<file path="config.mk">
export PLATFORM = sky130hd
export DESIGN_NAME = word_serializer_flat
export DESIGN_NICKNAME = d
export VERILOG_FILES = /design/src/rtl/word_serializer_pkg.sv /design/src/rtl/word_serializer_if.sv /design/src/rtl/word_serializer_nbit_mux.sv /design/src/rtl/word_serializer.sv /design/src/flat_wrapper.sv
export SDC_FILE = /design/constraint.sdc
export NUM_CORES = 1
export LEC_CHECK = 0
export ABC_AREA = 1
export CAP_MARGIN = 20
export CELL_PAD_IN_SITES_DETAIL_PLACEMENT = 1
export CELL_PAD_IN_SITES_GLOBAL_PLACEMENT = 1
export CORE_ASPECT_RATIO = 1.2
export CORE_MARGIN = 1
export CORE_UTILIZATION = 31
export DETAILED_ROUTE_END_ITERATION = 8
export PLACE_DENSITY_LB_ADDON = 0.1
export SETUP_SLACK_MARGIN = 0.02
export SYNTH_ARGS = -nofsm -noshare
export SYNTH_HDL_FRONTEND = slang
export SYNTH_SLANG_ARGS = --single-unit
</file>
<file path="constraint.sdc">
create_clock -name clk -period 1.6 [get_ports clk]
set_input_delay 0.32 -clock clk [delete_from_list [all_inputs] [get_ports clk]]
set_output_delay 0.32 -clock clk [all_outputs]
set_load 0.02 [all_outputs]
</file>
<file path="src/rtl/word_serializer_pkg.sv">
// rtl/word_serializer_pkg.sv - shared state encoding for the word serializer
package word_serializer_pkg;

    typedef enum logic {
        ST_IDLE  = 1'b0,
        ST_SHIFT = 1'b1
    } state_t;

endpackage

</file>
<file path="src/rtl/word_serializer_if.sv">
// rtl/word_serializer_if.sv - load and serial handshake bundle
interface word_serializer_if #(
    parameter int SELECT_WIDTH = 3
);
    logic                         load_valid;
    logic                         load_ready;
    logic [2**SELECT_WIDTH-1:0]   load_data;
    logic                         ser_valid;
    logic                         ser_ready;
    logic                         ser_bit;
    logic                         ser_last;
    logic [SELECT_WIDTH-1:0]      bit_idx;

    // Producer/consumer side that drives words in and takes bits out
    modport master (
        output load_valid,
        output load_data,
        output ser_ready,
        input  load_ready,
        input  ser_valid,
        input  ser_bit,
        input  ser_last,
        input  bit_idx
    );

    // Serializer side
    modport slave (
        input  load_valid,
        input  load_data,
        input  ser_ready,
        output load_ready,
        output ser_valid,
        output ser_bit,
        output ser_last,
        output bit_idx
    );
endinterface

</file>
<file path="src/rtl/word_serializer_nbit_mux.sv">
// rtl/word_serializer_nbit_mux.sv - 2**SELECT_WIDTH to 1 bit multiplexer
module nbit_mux #(
    parameter int SELECT_WIDTH = 3
) (
    input  logic [2**SELECT_WIDTH-1:0] mux_in,
    input  logic [SELECT_WIDTH-1:0]    mux_sel,
    output logic                       mux_out
);

    assign mux_out = mux_in[mux_sel];

endmodule

</file>
<file path="src/rtl/word_serializer.sv">
// rtl/word_serializer.sv - parallel word to serial bit stream with valid/ready handshakes
module word_serializer
    import word_serializer_pkg::*;
#(
    parameter int SELECT_WIDTH = 3,
    parameter bit MSB_FIRST    = 1'b0
) (
    input  logic             clk,
    input  logic             rst_n,
    input  logic             flush,
    word_serializer_if.slave bus
);

    localparam int W = 2**SELECT_WIDTH;
    localparam logic [SELECT_WIDTH-1:0] LAST_CNT = SELECT_WIDTH'(W - 1);

    state_t                  state;
    state_t                  state_next;
    logic [W-1:0]            word_q;
    logic [SELECT_WIDTH-1:0] count_q;

    logic                    shifting;
    logic                    last;
    logic                    beat;
    logic                    load_ready;
    logic                    load_fire;
    logic [SELECT_WIDTH-1:0] idx;
    logic                    mux_out;

    // State register
    always_ff @(posedge clk or negedge rst_n) begin
        if (!rst_n) begin
            state <= ST_IDLE;
        end else begin
            state <= state_next;
        end
    end

    // Next-state: flush always wins, a final beat without a reload drops back to idle
    always_comb begin
        state_next = state;
        case (state)
            ST_IDLE:  if (load_fire) state_next = ST_SHIFT;
            ST_SHIFT: if (beat && last && !load_fire) state_next = ST_IDLE;
            default:  state_next = ST_IDLE;
        endcase
        if (flush) state_next = ST_IDLE;
    end

    // Handshake and presentation outputs derived from state and count
    always_comb begin
        shifting   = (state == ST_SHIFT);
        last       = shifting && (count_q == LAST_CNT);
        beat       = shifting && bus.ser_ready;
        load_ready = !flush && (!shifting || (last && bus.ser_ready));
        load_fire  = bus.load_valid && load_ready;
        idx        = '0;
        if (shifting) idx = MSB_FIRST ? (LAST_CNT - count_q) : count_q;
    end

    // Word register and beat counter; a reload restarts the count without a bubble
    always_ff @(posedge clk or negedge rst_n) begin
        if (!rst_n) begin
            word_q  <= '0;
            count_q <= '0;
        end else if (flush) begin
            count_q <= '0;
        end else if (load_fire) begin
            word_q  <= bus.load_data;
            count_q <= '0;
        end else if (beat && !last) begin
            count_q <= count_q + 1'b1;
        end
    end

    nbit_mux #(
        .SELECT_WIDTH (SELECT_WIDTH)
    ) u_mux (
        .mux_in  (word_q),
        .mux_sel (idx),
        .mux_out (mux_out)
    );

    assign bus.load_ready = load_ready;
    assign bus.ser_valid  = shifting;
    assign bus.ser_last   = last;
    assign bus.bit_idx    = idx;
    assign bus.ser_bit    = mux_out;

endmodule

</file>
<file path="src/flat_wrapper.sv">
// flat-port wrapper written by rule: the top's interface ports become plain ports
module word_serializer_flat import word_serializer_pkg::*;
#(
    parameter int SELECT_WIDTH = 3,
    parameter bit MSB_FIRST    = 1'b0
)
  (clk, rst_n, flush, bus_load_valid, bus_load_data, bus_ser_ready, bus_load_ready, bus_ser_valid, bus_ser_bit, bus_ser_last, bus_bit_idx);
  word_serializer_if #(.SELECT_WIDTH(SELECT_WIDTH)) bus_i ();
  input  logic clk;
  input  logic rst_n;
  input  logic flush;
  input wire logic [$bits(bus_i.load_valid)-1:0] bus_load_valid;
  input wire logic [$bits(bus_i.load_data)-1:0] bus_load_data;
  input wire logic [$bits(bus_i.ser_ready)-1:0] bus_ser_ready;
  output wire logic [$bits(bus_i.load_ready)-1:0] bus_load_ready;
  output wire logic [$bits(bus_i.ser_valid)-1:0] bus_ser_valid;
  output wire logic [$bits(bus_i.ser_bit)-1:0] bus_ser_bit;
  output wire logic [$bits(bus_i.ser_last)-1:0] bus_ser_last;
  output wire logic [$bits(bus_i.bit_idx)-1:0] bus_bit_idx;
  assign bus_i.load_valid = bus_load_valid;
  assign bus_i.load_data = bus_load_data;
  assign bus_i.ser_ready = bus_ser_ready;
  assign bus_load_ready = bus_i.load_ready;
  assign bus_ser_valid = bus_i.ser_valid;
  assign bus_ser_bit = bus_i.ser_bit;
  assign bus_ser_last = bus_i.ser_last;
  assign bus_bit_idx = bus_i.bit_idx;
  word_serializer #(.SELECT_WIDTH(SELECT_WIDTH), .MSB_FIRST(MSB_FIRST)) u_core (.clk(clk), .rst_n(rst_n), .flush(flush), .bus(bus_i));
endmodule
</file>
# Word-level counts from Yosys, hierarchy flattened
# Cells that the tools add are included.
# word_totals
output_inout_bits	7
elab_cells	33
input_bits	13
regBits	12
# classes
magnitude_cmp	1
bitwise_logic	2
n_addsub	1
reduce_logical	15
muxes	10
n_eq_ne	1
# ops
operator	count
$mux W3	4
$logic_and A1 B1 Y1	8
$logic_not A1 Y1	4
$lt A3 B4 Y1 const B	1
$mux W1	4
$add A3 B1 Y3 const B	1
$bmux W1 S3	1
$eq A3 B3 Y1 const B	1
$reduce_bool A3 Y1	1
$not A1 Y1	2
$pmux W1 S2	1
$reduce_and A2 Y1	1
$logic_or A1 B1 Y1	1

# Depth between registers and ports, before layout
# Gate-level depths: netlist of run 1.
# depth
word_depth	11
ltp_mapped	8
mapped_depth_nobuf	8

# Modules after synthesis
# From an unflattened synthesis of run 1, not the netlist that was laid out.
# hier_totals
hier_cells	103
hier_area_um2	748.2
# by_module_without_submodules
module	seq_area_each_um2	cells_each	instances	area_each_um2
word_serializer	300.3	75	1	638.1
nbit_mux	0.0	28	1	110.1

# Worst setup path before layout of run 1
# Ideal clock, no wire load.
# synth_path
kind	reg2out
start	register u_core.state (netlist: u_core.bus.ser_valid)
end	output bus_ser_bit
t_required_ns	1.280
t_arrival_ns	1.222
path_stages_with_launch	9
setup_slack_ns	0.058
path_cell_list	dfrtp_1 > buf_6 > nand2_1 > inv_1 > nand2_1 > nand2_1 > nand2_1 > nand2_1 > nand2_1
# synth_between
elab_chain_len	3
# synth_lines
item	line_no	source
start, declared	word_serializer.sv:17	state_t state;
start signal, assigned	word_serializer.sv:35	state <= state_next;
$mux W3	word_serializer.sv:58	if (shifting) idx = MSB_FIRST ? (LAST_CNT - count_q) : count_q;
named net bus_bit_idx[0]	flat_wrapper.sv:19	output wire logic [$bits(bus_i.bit_idx)-1:0] bus_bit_idx;
$bmux W1 S3	word_serializer_nbit_mux.sv:10	assign mux_out = mux_in[mux_sel];
$mux W1 (implied by the code)	word_serializer_nbit_mux.sv:10	
end, declared	flat_wrapper.sv:17	output wire logic [$bits(bus_i.ser_bit)-1:0] bus_ser_bit;
# The timed path passes the listed nets, and every way through them passes these cells. The select of a mux whose other input is x is not followed.

# Worst setup path after layout of run 1
# layout_path
start	register u_core.count_q[0]
end	output bus_ser_last
# layout_between
elab_chain_len	2
# layout_lines
item	line_no	source
start, declared	word_serializer.sv:20	logic [SELECT_WIDTH-1:0] count_q;
start signal, assigned	word_serializer.sv:72	count_q <= count_q + 1'b1;
$eq A3 B3 Y1	word_serializer.sv:53	last = shifting && (count_q == LAST_CNT);
$logic_and A1 B1 Y1	word_serializer.sv:53	
end, declared	flat_wrapper.sv:18	output wire logic [$bits(bus_i.ser_last)-1:0] bus_ser_last;
# No other way between the ends.

==> results of run 1 <==
-- cell families (layout without fill, tap and decap cells) --
family / count (synthesis) / in the layout / share of synthesized area
DFF: 12 / 12 / 0.437
and+or+nand+nor: 56 / 56 / 0.344
AOI/OAI and AO/OA: 5 / 5 / 0.0528
buffers and inverters: 19 / 52 / 0.117
xor gates and xnor gates: 1 / 1 / 0.0128
adders and majority gates: 2 / 2 / 0.0364
-- power by group --
group          total (mW)  internal, mW  switching [mW]  leakage, nW
logic               0.181        0.0894          0.0912        0.429
registers           0.362         0.339          0.0233        0.152
clock network       0.177        0.0868          0.0899       0.0138
-- metal layers --
layer	routed length, um	up-vias
li1	-	356
met3	49	2
met4	12	0
met5	0	-
met1	736	308
met2	831	15
-- final timing paths --
| check | end | depth (start not counted) | slack [ns] |
|---|---|---|---|
| setup / recovery | bus_ser_last | 6 | -0.1 |
| setup reg to reg | u_core.count_q[2] | 9 | 0.05 |
| hold / removal | u_core.count_q[1] | 1 | 0.42 |
| hold reg to reg | u_core.word_q[7] | 2 | 0.47 |
| max in group asynchronous | u_core.bus.ser_valid | 1 | 0.77 |
| min in group clk | u_core.word_q[7] | 2 | 0.47 |
-- metrics by stage --
step / hold WS [ns] / worst slack [ns] / cell area (um2) / utilization
after floorplan: 0.0244 / 0.0582 / 687 / -
after global placement: 0.458 / -0.399 / 981 / 0.473
after detailed placement: 0.461 / -0.392 / 981 / 0.473
after CTS: 0.432 / -0.105 / 1010 / 0.489
after global routing: 0.444 / -0.165 / 1050 / 0.505
final: 0.422 / -0.0968 / 1050 / 0.505
-- final cells by class --
type                            count  area [um2]
Multi-Input combinational cell     64         339
Fill cell                         273        1020
Tap cell                           30        37.5
Clock buffer                        3        22.5
Timing Repair Buffer               32         283
Sequential cell                    12         302
Inverter                           17        63.8
-- registers in the layout (all words and copies together), names as in the netlist --
name	count
u_core.count_q	3
u_core.bus.ser_valid	1
u_core.word_q	8
-- placed cells by master (no fill, tap or decap) --
cell,instances
nand2_2,2
nor2_1,4
ha_4,1
o21ai_1,1
xnor2_1,1
dfrtp_1,11
buf_4,11
buf_2,3
a21oi_1,2
a21oi_4,1
o21ai_0,1
nand2_4,3
clkdlybuf4s50_1,12
ha_2,1
dlygate4sd2_1,1
nand3_1,13
inv_2,1
nand2_1,34
clkbuf_4,3
inv_1,16
dfrtp_2,1
buf_6,5
-- repair_timing --
| action | in CTS | in global routing |
|---|---|---|
| pin swaps | 1 | 2 |
| hold buffers | 0 | 0 |
| setup buffers | 0 | 2 |
| resized for setup | 34 | 10 |
| setup endpoints to repair | 7 | 9 |
| cloned | 0 | 0 |
==> flow_summary.json, run 1 <==
{
  "power_mw": 0.720,
  "synth_top_area_frac": 0.437,
  "timing.rr.start": "u_core.count_q[0]",
  "crit_chain": "ha_2 > ha_4 > buf_4 > nand2_2 > inv_1 > buf_6",
  "drtIter0Drc": 1,
  "avgRoutedWirePerCell_um": 10.3,
  "synth.top_cells.by_count": "nand2_1, inv_1, nand3_1",
  "dpl.hpwl_um": 1330,
  "cts_tree": "built",
  "synth_seq_cells": 12,
  "synth_edf_count": 0,
  "worstSetupPathType": "reg2out",
  "hold_class": "in2async",
  "synth-seq-area-share": 0.437,
  "use_met2": 0.266,
  "portBuffers": 19,
  "max_slew_margin": 0.619,
  "maxCapViolCount": 0,
  "fp.coreArea_um2": 2070,
  "cts.sink_count": 12,
  "drv_slew": 0,
  "cp_slowest_cell": "dfrtp_1",
  "drcViolationCount": 0,
  "globalplace.congestion": 0.693,
  "vias": 681,
  "worstPathRequired_ns": 1.28,
  "drtPass1Iterations": 2,
  "hold_violations": 0,
  "instances_no_fill": 158,
  "track_usage": 0.165,
  "violations": "setup timing",
  "rsz0062_at_grt": "true",
  "skew_ns": 0.00102,
  "grt_pass1_wl_um": 2860,
  "synth.most_common_cell": "nand2_1",
  "row_count": 18,
  "syn_inst": 95,
  "clk_pin_slew_ns": 0.07,
  "grt-busiest-layer": "met2",
  "timing.fmax_mhz": 589,
  "max_stage_delay_ns": 0.41,
  "clock_path_buffers": 2,
  "syn_nets": 110,
  "cp-startpoint": "u_core.count_q[0]",
  "use_met3": 0.0201,
  "initial_core_util": 0.332,
  "avgSynthCellArea_um2": 7.23,
  "min_period_ns": 1.70,
  "crit_family": "flip-flops",
  "ys.flop_type": "dfrtp_1",
  "cp.buffers_inverters": 3,
  "synth_area_um2": 687,
  "synth.distinct_cells": 14,
  "setup_tns_ns": -0.212,
  "power_density_nw_per_um2": 687,
  "gr-total-overflow": 0,
  "grt_pass1_vias": 632,
  "grt_util_met1": 0.224,
  "finalCritPeriodShare": 1.06,
  "path_max_fanout": 2,
  "die_area_um2": 2410,
  "viasPerCell": 4.31,
  "num_io_pins": 20,
  "cts_root_buf": "clkbuf_4",
  "h-tree-depth": 1,
  "routed_wl_um": 1630,
  "p_leak_nw": 0.595,
  "clkLatencyLatePin_ns": 0.26,
  "die_w_um": 45.0,
  "synth.area.top_cells": "dfrtp_1, nand2_1, nand3_1",
  "dp.cells": 153,
  "synth_top_cell_by_area": "dfrtp_1",
  "die_y_um": 53.6,
  "drtAntennaViolNets": 0,
  "antenna_found_initial": 0,
  "syn_to_final_growth_pct": 52.5,
  "grt_max_degree": 13,
  "numCtsBuffers": 3,
  "setup_viol": 3,
  "synth-async-reset-ratio": 1.00,
  "synth_warnings": 0,
  "final.setup.worst_slack_ns": -0.0968,
  "worstSetupEndpointType": "output pin",
  "vdd_drop_max_mv": 0.453,
  "status": "finished, violations left",
  "worst_pin_slew_ns": 0.570,
  "cp.arrival_ns": 1.38,
  "critPathLaunchType": "flop",
  "nets": 145,
  "drive_gt1_frac": 0.250,
  "num_antenna_cells": 0
}
(Power assumes the default switching activity.)
==> run 2, diff against run 1 <==
- CORE_ASPECT_RATIO: 1.2 -> not set
- CTS_CLUSTER_SIZE: not set -> 25
==> run 2 against run 1 <==
Effect of this change:
- the run still ends with setup timing left
- clock-buffer cell count is 1 higher
- clock power is 41% higher
- global-route usage is 0.91 points higher
- clock skew is 0.0076 ns higher
- non-clock buffer count is 1 lower
- setup slack worse by 0.014 ns
- wire length is 10% higher
- total power is 10% higher
- critical path type unchanged
- largest power group unchanged
- highest routed layer unchanged
==> flow_summary.json, run 2 (synthesis results as in run 1) <==
{
  "largest_register_ffs": 8,
  "avgRoutedWirePerCell_um": 11.6,
  "viasPerCell": 4.49,
  "drtPass1Iterations": 4,
  "maxCapViolCount": 0,
  "n_fill_cell": 261,
  "numCtsBuffers": 3,
  "max_slew_margin": 0.712,
  "timing.fmax_mhz": 585,
  "num_antenna_cells": 0,
  "crit_chain": "ha_2 > ha_4 > nand2_2 > a21oi_4 > buf_6",
  "finalCritPeriodShare": 1.07,
  "num_io_pins": 20,
  "drv_slew": 0,
  "multi_input_area_um2": 337,
  "dpl.hpwl_um": 1390,
  "r2r_cells": 8,
  "setup_tns_ns": -0.177,
  "cp_slowest_cell": "dfrtp_1",
  "min_period_ns": 1.71,
  "hold_violations": 0,
  "power_mw": 0.795,
  "hold_class": "in2async",
  "max_stage_delay_ns": 0.38,
  "seq_area_um2": 302,
  "die_area_um2": 2410,
  "clkLatencyLatePin_ns": 0.28,
  "grt_pass1_wl_um": 3020,
  "path_max_fanout": 3,
  "setup_viol": 3,
  "worst_pin_slew_ns": 0.431,
  "worstPathRequired_ns": 1.28,
  "worstSetupPathType": "reg2out",
  "final.setup.worst_slack_ns": -0.111,
  "dp.cells": 149,
  "globalplace.congestion": 0.750,
  "vdd_drop_max_mv": 0.462,
  "postLayoutCellArea_um2": 1050,
  "gr-total-overflow": 0,
  "routed_wl_um": 1800,
  "violations": "setup timing",
  "worstSetupEndpointType": "output pin",
  "grt_pass1_vias": 701,
  "antenna_found_initial": 0,
  "drive_gt1_frac": 0.258,
  "cts_tree": "built",
  "nets": 144,
  "die_w_um": 49.1,
  "cts.sink_count": 12,
  "die_y_um": 49.1,
  "power_density_nw_per_um2": 757,
  "cp.arrival_ns": 1.39,
  "final_cell_mix": "nand2_1, inv_1, nand3_1, clkdlybuf4s50_1",
  "drtAntennaViolNets": 0,
  "clk_pin_slew_ns": 0.08,
  "critPathLaunchType": "flop",
  "grt_max_degree": 13,
  "holdWs_ns": 0.330,
  "regMostFlops": "u_core.word_q",
  "p_leak_nw": 0.588,
  "vias": 696,
  "clock_path_buffers": 2,
  "crit_family": "flip-flops",
  "instances_no_fill": 155,
  "status": "finished, violations left",
  "rsz0062_at_grt": "true",
  "pre_cts_slack_ns": -0.395,
  "row_count": 16,
  "syn_to_final_growth_pct": 52.8,
  "final_common_cell": "nand2_1",
  "skew_ns": 0.00864,
  "ctsHoldBuffers": 0,
  "cp.buffers_inverters": 1,
  "placed_cell_area_um2": 970,
  "final_util": 0.519,
  "cp.depth": 5,
  "initial_core_util": 0.340,
  "portBuffers": 19,
  "drtIter0Drc": 4,
  "drcViolationCount": 0,
  "h-tree-depth": 1,
  "fp.coreArea_um2": 2020,
  "cts_root_buf": "clkbuf_4",
  "track_usage": 0.174
}
-- run 2: final cells by class --
class / count / share of cell area
well taps: 27 / 0.0322
multi-input cells: 64 / 0.321
repair buffers: 31 / 0.265
clock buffers: 4 / 0.0346
inverters: 17 / 0.0608
flip-flops and latches: 12 / 0.287
-- run 2: metal layers --
metal | vias to the layer above | wire, um | global-route usage
met5 | - | 0 | 0
met3 | 4 | 87 | 0.0561
met2 | 19 | 926 | 0.301
met4 | 0 | 27 | 0.0735
met1 | 319 | 759 | 0.192
li1 | 354 | - | -
-- run 2: path summary, 6_finish.rpt --
path / endpoint / from / slack, ns
worst max-delay path: bus_load_ready / u_core.count_q[0] / -0.11
worst min-delay path: u_core.count_q[2] / rst_n / 0.33
worst max register to register: u_core.word_q[6] / u_core.count_q[0] / 0.09
worst min register to register: u_core.word_q[5] / u_core.word_q[5] / 0.48
max in group asynchronous: u_core.bus.ser_valid / rst_n / 1.10
min in group clk: u_core.word_q[5] / u_core.word_q[5] / 0.48
-- run 2: worst register-to-register path: cells and delay by family (launching register included) --
kind / cells / cell delay, ns
AO/OA/AOI/OAI: 1 / 0.16
AND/OR/NAND/NOR: 4 / 0.31
buffers and inverters: 1 / 0.20
adder cells (fa/ha/maj): 2 / 0.36
flip-flops: 1 / 0.38
-- run 2: report_power, final --
| group | leakage [nW] | internal (mW) | total (mW) | switching (mW) |
|---|---|---|---|---|
| combinational | 0.415 | 0.0893 | 0.185 | 0.0952 |
| sequential | 0.152 | 0.339 | 0.360 | 0.0215 |
| clock | 0.0210 | 0.139 | 0.250 | 0.111 |
| total | 0.588 | 0.567 | 0.795 | 0.228 |
-- run 2: what timing repair did --
item	4_1_cts	5_1_grt
resized for setup	34	11
hold endpoints to repair	0	0
setup endpoints to repair	7	16
buffers inserted	1	1
pin swaps	3	2
==> run 3, diff against run 2 <==
- CAP_MARGIN: 20 -> 25
- SETUP_SLACK_MARGIN: 0.02 -> not set
- SKIP_LAST_GASP: not set -> 1
==> run 3 against run 2 <==
Effect of this change:
- the run still ends with setup timing left
- hold slack lost 0.00060 ns
- via count grew 0.86%
- combinational power grew 6%
==> flow_summary.json, run 3 (synthesis results as in run 1) <==
{
  "status": "finished, violations left",
  "violations": "setup timing",
  "antenna_found_initial": 0,
  "final.setup.worst_slack_ns": -0.105,
  "max_slew_margin": 0.697,
  "nets": 144,
  "row_count": 16,
  "pre_cts_slack_ns": -0.395,
  "die_w_um": 49.1,
  "final_common_cell": "nand2_1",
  "worst_pin_slew_ns": 0.453,
  "h-tree-depth": 1,
  "drtAntennaViolNets": 0,
  "die_y_um": 49.1,
  "drtPass1Iterations": 4,
  "vias": 702,
  "worstSetupEndpointType": "output pin",
  "drcViolationCount": 0,
  "top_layer_used": "met4",
  "cp.arrival_ns": 1.38,
  "fp.coreArea_um2": 2020,
  "grt_pass1_wl_um": 3020,
  "critPathLaunchType": "flop",
  "numCtsBuffers": 3,
  "worstSetupPathType": "reg2out",
  "num_io_pins": 20,
  "r2r_cells": 8,
  "drive_gt1_frac": 0.328,
  "grt_pass1_vias": 701,
  "drv_slew": 0,
  "hold_class": "in2async",
  "n_fill_cell": 254,
  "cts_root_buf": "clkbuf_4",
  "cts_tree": "built",
  "maxCapViolCount": 0,
  "met1_length_um": 768,
  "die_area_um2": 2410,
  "vdd_drop_max_mv": 0.469,
  "wl_met2_um": 991,
  "track_usage": 0.174,
  "globalplace.congestion": 0.750,
  "initial_core_util": 0.340,
  "grt_max_degree": 13,
  "clk_pin_slew_ns": 0.08,
  "multi_input_area_um2": 379,
  "cts.sink_count": 12,
  "rr_endpoint": "u_core.word_q[6]",
  "path_max_fanout": 3,
  "worstPathRequired_ns": 1.28,
  "syn_to_final_growth_pct": 60.5,
  "dp.cells": 149,
  "avgRoutedWirePerCell_um": 12.1,
  "min_period_ns": 1.70,
  "clock_path_buffers": 2,
  "p_leak_nw": 0.605,
  "power_density_nw_per_um2": 733,
  "regMostFlops": "u_core.word_q",
  "final_util": 0.545,
  "instances_no_fill": 155,
  "gr-total-overflow": 0,
  "wl_met3_um": 81,
  "seq_area_um2": 302,
  "routed_wl_um": 1870,
  "hold_violations": 0,
  "portBuffers": 19,
  "num_antenna_cells": 0,
  "skew_ns": 0.00619,
  "largest_register_ffs": 8,
  "final_cell_mix": "nand2_1, inv_1, clkdlybuf4s50_1, buf_4, dfrtp_1",
  "drtIter0Drc": 4,
  "rrSetupSlack_ns": 0.09,
  "dpl.hpwl_um": 1390,
  "clkLatencyLatePin_ns": 0.28,
  "setup_viol": 2,
  "finalCritPeriodShare": 1.07,
  "timing.fmax_mhz": 587,
  "viasPerCell": 4.53,
  "timing.rr.start": "u_core.count_q[1]",
  "rsz0062_at_grt": "true"
}
-- run 3: timing repair --
item / in CTS / in global routing
pin swaps: 3 / 7
endpoints found under the setup margin: 7 / 8
cloned: 0 / 0
hold endpoints to repair: 0 / 0
gates resized for setup: 32 / 28
hold buffers: 0 / 0
setup buffers: 1 / 1
-- run 3: through the flow --
| step | setup TNS, ns | power [mW] | hold slack (ns) | instance area [um2] |
|---|---|---|---|---|
| floorplan | 0 | 0.454 | 0.0244 | 687 |
| global placement | -0.909 | 0.536 | 0.457 | 970 |
| detailed placement | -1.21 | 0.544 | 0.463 | 970 |
| CTS | -0.324 | 0.793 | 0.333 | 1020 |
| global route | -0.465 | 0.860 | 0.347 | 1100 |
| finish | -0.183 | 0.808 | 0.330 | 1100 |
-- run 3: report_power, final --
| group | switching (mW) | total, mW | internal [mW] |
|---|---|---|---|
| Sequential | 0.0232 | 0.362 | 0.339 |
| Combinational | 0.101 | 0.196 | 0.0943 |
| Clock | 0.111 | 0.250 | 0.139 |
| Total | 0.236 | 0.808 | 0.572 |
-- run 3: worst max-delay path by stage --
stage / cells after the start / to / from
after floorplan: 8 / bus_ser_bit / u_core.bus.ser_valid
after global placement: 4 / bus_load_ready / bus_ser_ready
after detailed placement: 4 / bus_load_ready / bus_ser_ready
after CTS: 5 / bus_load_ready / u_core.count_q[1]
after global routing: 9 / bus_ser_bit / u_core.count_q[0]
final: 5 / bus_load_ready / u_core.count_q[1]
-- run 3: cell type report --
class / count / area share
Clock buffer: 4 / 0.0329
Tap cell: 27 / 0.0306
Inverter: 17 / 0.0602
Multi-Input combinational cell: 64 / 0.344
Sequential cell: 12 / 0.274
Timing Repair Buffer: 31 / 0.259
-- run 3: routing by layer --
layer,track usage,vias to the layer above
li1,-,358
met1,0.192,320
met2,0.301,19
met3,0.0561,5
met4,0.0735,0
met5,0,-
-- run 3: critical path: stages (launching register included) --
cell	delay [ns]
dfrtp_1	0.42
ha_4	0.17
ha_4	0.14
nand2_2	0.07
a21oi_4	0.16
buf_6	0.14
